$ cat config.mk
export PLATFORM = sky130hd
export DESIGN_NAME = apb_slave_regbank
export DESIGN_NICKNAME = d
export VERILOG_FILES = /design/src/rtl/apb_slave_regbank.sv
export SDC_FILE = /design/constraint.sdc
export NUM_CORES = 1
export LEC_CHECK = 0
export CAP_MARGIN = 30
export CORE_ASPECT_RATIO = 0.5
export CORE_MARGIN = 2
export CORE_UTILIZATION = 35
export CTS_BUF_LIST = sky130_fd_sc_hd__clkbuf_16
export DETAILED_ROUTE_END_ITERATION = 6
export PLACE_DENSITY = 0.57
export SYNTH_ARGS = -nofsm -noshare
export SYNTH_HDL_FRONTEND = slang
export SYNTH_SLANG_ARGS = --single-unit
$ cat constraint.sdc
create_clock -name hclk -period 2.3 [get_ports hclk]
set_input_delay 0.23 -clock hclk [delete_from_list [all_inputs] [get_ports hclk]]
set_output_delay 0.23 -clock hclk [all_outputs]
set_load 0.005 [all_outputs]
$ cat src/rtl/apb_slave_regbank.sv
// APB completer holding DEPTH x 32-bit registers at BASE_ADDR, with WAIT_CYCLES wait states.
// Optional macro APB_SLVERR_EN adds the pslverr port and flags out-of-range accesses.
module apb_slave_regbank #(
  parameter logic [31:0] BASE_ADDR   = 32'h8000_0000,
  parameter int          DEPTH       = 16,
  parameter int          WAIT_CYCLES = 0
) (
  input  logic        hclk,
  input  logic        hreset,
  input  logic        psel,
  input  logic        penable,
  input  logic        pwrite,
  input  logic [31:0] paddr,
  input  logic [31:0] pwdata,
`ifdef APB_SLVERR_EN
  output logic        pslverr,
`endif
  output logic [31:0] prdata,
  output logic        pready
);

  localparam int          IDX_W     = $clog2(DEPTH);
  localparam logic [29:0] DEPTH_W   = 30'(DEPTH);
  localparam logic [3:0]  WAIT_INIT = 4'(WAIT_CYCLES);

  localparam logic [1:0] ST_IDLE = 2'd0;
  localparam logic [1:0] ST_WAIT = 2'd1;
  localparam logic [1:0] ST_DONE = 2'd2;

  logic [1:0]       state_r;
  logic [3:0]       cnt_r;
  logic [IDX_W-1:0] lat_idx_r;
  logic             lat_write_r;
  logic             lat_in_range_r;
  logic [31:0]      lat_wdata_r;
  logic [31:0]      prdata_r;
  logic             pready_r;
  logic             pslverr_r;
  logic [31:0]      regs_r [DEPTH];

  logic [31:0]      off_s;
  logic             in_range_s;
  logic [IDX_W-1:0] idx_s;
  logic             unused_s;

  // Byte offsets within a word are don't-care; only the word index decodes.
  assign off_s      = paddr - BASE_ADDR;
  assign in_range_s = (off_s[31:2] < DEPTH_W);
  assign idx_s      = off_s[2 +: IDX_W];
  assign unused_s   = ^off_s[1:0];

  // Read data is only returned for in-range reads; writes leave the bus at zero.
  function automatic logic [31:0] read_value(input logic is_write, input logic ok,
                                             input logic [31:0] word);
    return (!is_write && ok) ? word : 32'h0000_0000;
  endfunction

  // Transfer sequencing, registered response and register-bank commit.
  always_ff @(posedge hclk) begin
    if (hreset) begin
      state_r        <= ST_IDLE;
      cnt_r          <= 4'd0;
      pready_r       <= 1'b0;
      prdata_r       <= 32'h0000_0000;
      pslverr_r      <= 1'b0;
      lat_idx_r      <= '0;
      lat_write_r    <= 1'b0;
      lat_in_range_r <= 1'b0;
      lat_wdata_r    <= 32'h0000_0000;
      for (int i = 0; i < DEPTH; i++) begin
        regs_r[i] <= 32'h0000_0000;
      end
    end else begin
      case (state_r)
        ST_IDLE: begin
          if (psel && !penable) begin
            lat_idx_r      <= idx_s;
            lat_write_r    <= pwrite;
            lat_in_range_r <= in_range_s;
            lat_wdata_r    <= pwdata;
            cnt_r          <= WAIT_INIT;
            if (WAIT_INIT == 4'd0) begin
              state_r   <= ST_DONE;
              pready_r  <= 1'b1;
              prdata_r  <= read_value(pwrite, in_range_s, regs_r[idx_s]);
              pslverr_r <= !in_range_s;
            end else begin
              state_r <= ST_WAIT;
            end
          end
        end
        ST_WAIT: begin
          if (!psel) begin
            state_r <= ST_IDLE;
            cnt_r   <= 4'd0;
          end else if (penable) begin
            cnt_r <= cnt_r - 4'd1;
            if (cnt_r == 4'd1) begin
              state_r   <= ST_DONE;
              pready_r  <= 1'b1;
              prdata_r  <= read_value(lat_write_r, lat_in_range_r, regs_r[lat_idx_r]);
              pslverr_r <= !lat_in_range_r;
            end
          end
        end
        ST_DONE: begin
          state_r   <= ST_IDLE;
          pready_r  <= 1'b0;
          prdata_r  <= 32'h0000_0000;
          pslverr_r <= 1'b0;
          if (lat_write_r && lat_in_range_r) begin
            regs_r[lat_idx_r] <= lat_wdata_r;
          end
        end
        default: begin
          state_r   <= ST_IDLE;
          cnt_r     <= 4'd0;
          pready_r  <= 1'b0;
          prdata_r  <= 32'h0000_0000;
          pslverr_r <= 1'b0;
        end
      endcase
    end
  end

  assign prdata = prdata_r;
  assign pready = pready_r;

`ifdef APB_SLVERR_EN
  assign pslverr = pslverr_r;
`else
  logic unused_err_s;
  assign unused_err_s = pslverr_r;
`endif

endmodule

==> out/qor.txt <==
Combinational Power Share: 6.9%
PnR Total Power: 0.0233 W
# rows: 70
Clock Tree Buf Depth: 3
Sequential area share after synthesis: 64.0%
Chip width: 391 um
Mapped Avg Cell Area: 12.8 um^2
Initial antenna violation count: 8
Starting DRT DRC Count: 1,676
Maximum vdd drop: 0.579 mV
Slew @ Worst Pin: 0.686 ns
Drt via density: 5.27
CP Data Arrival Time: 2.50 ns
Vias in the first global route: 17,100
Chip Height: 198 um
Status: complete, no violations
Ys Warns: 0
Non-Filler Instances: 3,208
Global Route Usage Sum: 20.6%
Hold Vio Cnt, Final: 0
Leakage: 11.6 nW
Clock Pin Slew Worst Setup and Hold Paths: 0.07 ns
Largest net degree at the start of global routing: 42
Placer Congestion: 0.802
Flop2flop setup slack: 0.13 ns
Core Box Area: 73,700 um^2
Max FO, Critical Path: 18
Maxcap violations: 0
Endpoint class of the critical path: register
Nets@finish: 2,217
Sequential power share: 51.4%
Clock Power Share: 41.7%
Clock sinks: 583
Worst min-delay path category: primary input to register
HPWL Detailed: 47,600 um
Wirelength, routed: 79,200 um
Number of library cell types mapped by synthesis: 34
Pwr Density: 745 nW/um^2
Placed insts: 3,094
Post-Synthesis Cells: 2,057
WS Path Type: register to register
Post-route ant nets: 0
WL per Instance: 24.7 um
Global route total overflow: 0
Area growth, synth to finish: 19.3%
Clock Skew: 0.0217 ns
Global-route wire length before repair: 116,000 um
Starting density of the core: 35.6%
Max-slew violations: 0
Inserted Clock Buffers: 58
Final Setup Violations: 0
RSZ-0062 raised after global routing: false
Most frequent cells in the layout: and2_1, edfxtp_1, mux2i_1, nand2_1, clkdlybuf4s50_1
Worst-Skew Late Latency: 0.64 ns
Root Driver: clkbuf_16
Share of layout cells above drive strength 1: 11.1%
I/O pin cnt: 102
CTS tree: built
Critical path required time: 2.62 ns
Startpoint Class: register
I/O Buffers: 99
Final Cell Area: 31,300 um^2
Pre-antenna DRT Iters: 6
Int Pwr: 0.0179 W
Post-Syn Nets: 2,126
Htree depth: 2
Sw frac: 23.2%
Minimum clock period: 2.17 ns
Final period utilization: 94.5%
Yosys reg bits: 583
Rel. slew slack: 54.2%
DRC violations left: 0
Die footprint: 77,300 um^2
Synth Cell Area: 26,200 um^2
FMAX: 0.460 GHz
Post-DP Area: 29,400 um^2
Net Sw Power: 0.00541 W
Via count: 16,900
worst max-delay path, cell delays in order (launching register included):
cell and delay [ns]:
dfxtp_1 0.42, and4b_1 0.37, nand3b_1 0.34, nor3_2 0.31, or2_2 0.22, buf_12 0.20
power by group through the flow:
stage | logic (W) | clock network [W] | registers [W]
2_1_floorplan | 0.000838 | 0 | 0.0121
3_3_place_gp | 0.00159 | 0 | 0.0122
3_5_place_dp | 0.00159 | 0 | 0.0122
4_1_cts | 0.00160 | 0.00984 | 0.0120
5_1_grt | 0.00168 | 0.0103 | 0.0120
6_report | 0.00160 | 0.00972 | 0.0120
synthesized netlist by cell type (all sizes together):
library cell	number	share of area [%]
nand3b	2	0.057
nor4	37	0.88
nand2	108	1.5
o21ba	1	0.038
or4	1	0.029
dfxtp	71	5.4
nand2b	5	0.12
nor2	48	0.72
nand4	2	0.048
or2	18	0.43
and2	512	12
buf	39	0.79
o32ai	64	2.1
edfxtp	512	59
and4b	1	0.038
or3b	1	0.043
mux2i	256	9.8
nor3b	1	0.048
o21ai	32	0.61
nand3	1	0.019
a21oi	37	0.71
clkbuf	141	2.1
nor3	36	0.73
nor2b	2	0.048
nor4b	1	0.033
a211oi	32	0.92
o22ai	64	1.5
inv	32	0.46
sequential cells by signal (all words and copies together), names as in the netlist:
| register | count |
|---|---|
| lat_in_range_r | 1 |
| lat_idx_r | 4 |
| prdata | 32 |
| lat_wdata_r | 32 |
| regs_r | 512 |
| lat_write_r | 1 |
| pready | 1 |
per-layer routing:
metal / wire [um] / track usage (%) / share of wire, %
met4: 1710 / 5.62 / 2.2
met3: 5380 / 3.76 / 6.8
met5: 0 / 0 / 0
met2: 36500 / 33.3 / 46
met1: 35600 / 28.4 / 45
metrics by stage:
step / setup WS [ns] / hold slack [ns] / TNS (ns) / util, %
after floorplan: 0.198 / 0.366 / 0 / -
after global placement: -0.0653 / 0.441 / -1.28 / 39.9
after detailed placement: -0.166 / 0.448 / -3.55 / 39.9
after CTS: 0.0911 / 0.0494 / 0 / 42.5
after global routing: 0.0309 / 0.0626 / 0 / 42.5
final: 0.126 / 0.0871 / 0 / 42.5
final cells by class:
class | instances | area, um^2
Fill cell | 6711 | 42300
Sequential cell | 583 | 16800
Multi-Input combinational cell | 1262 | 8720
Timing Repair Buffer | 211 | 2490
Clock buffer | 58 | 1450
Tap cell | 1008 | 1260
Clock inverter | 52 | 465
Inverter | 32 | 120
Antenna cell | 2 | 5.00
kinds of logic (layout without fill, tap and decap cells):
group,Yosys count,after routing,share of synthesized area [%]
compound gates,230,230,5.93
other cells,0,2,0
flops,583,583,64.0
buf+inv,212,353,3.30
simple gates,776,776,17.0
mux,256,256,9.77
worst paths after layout:
check        depth (start not counted)   startpoint       endpoint
max                                  5       pready  regs_r[1][13]
min                                  3     paddr[2]   lat_idx_r[0]
max reg2reg                          5       pready  regs_r[1][13]
min reg2reg                          2  lat_write_r    lat_write_r
timing repair:
item	in CTS	in global routing
endpoints found under the hold margin	1	0
hold buffers	1	0
resized for setup	0	0
buffers inserted	0	1
setup endpoints to repair	0	15
Power figures use the tool's default switching activity.
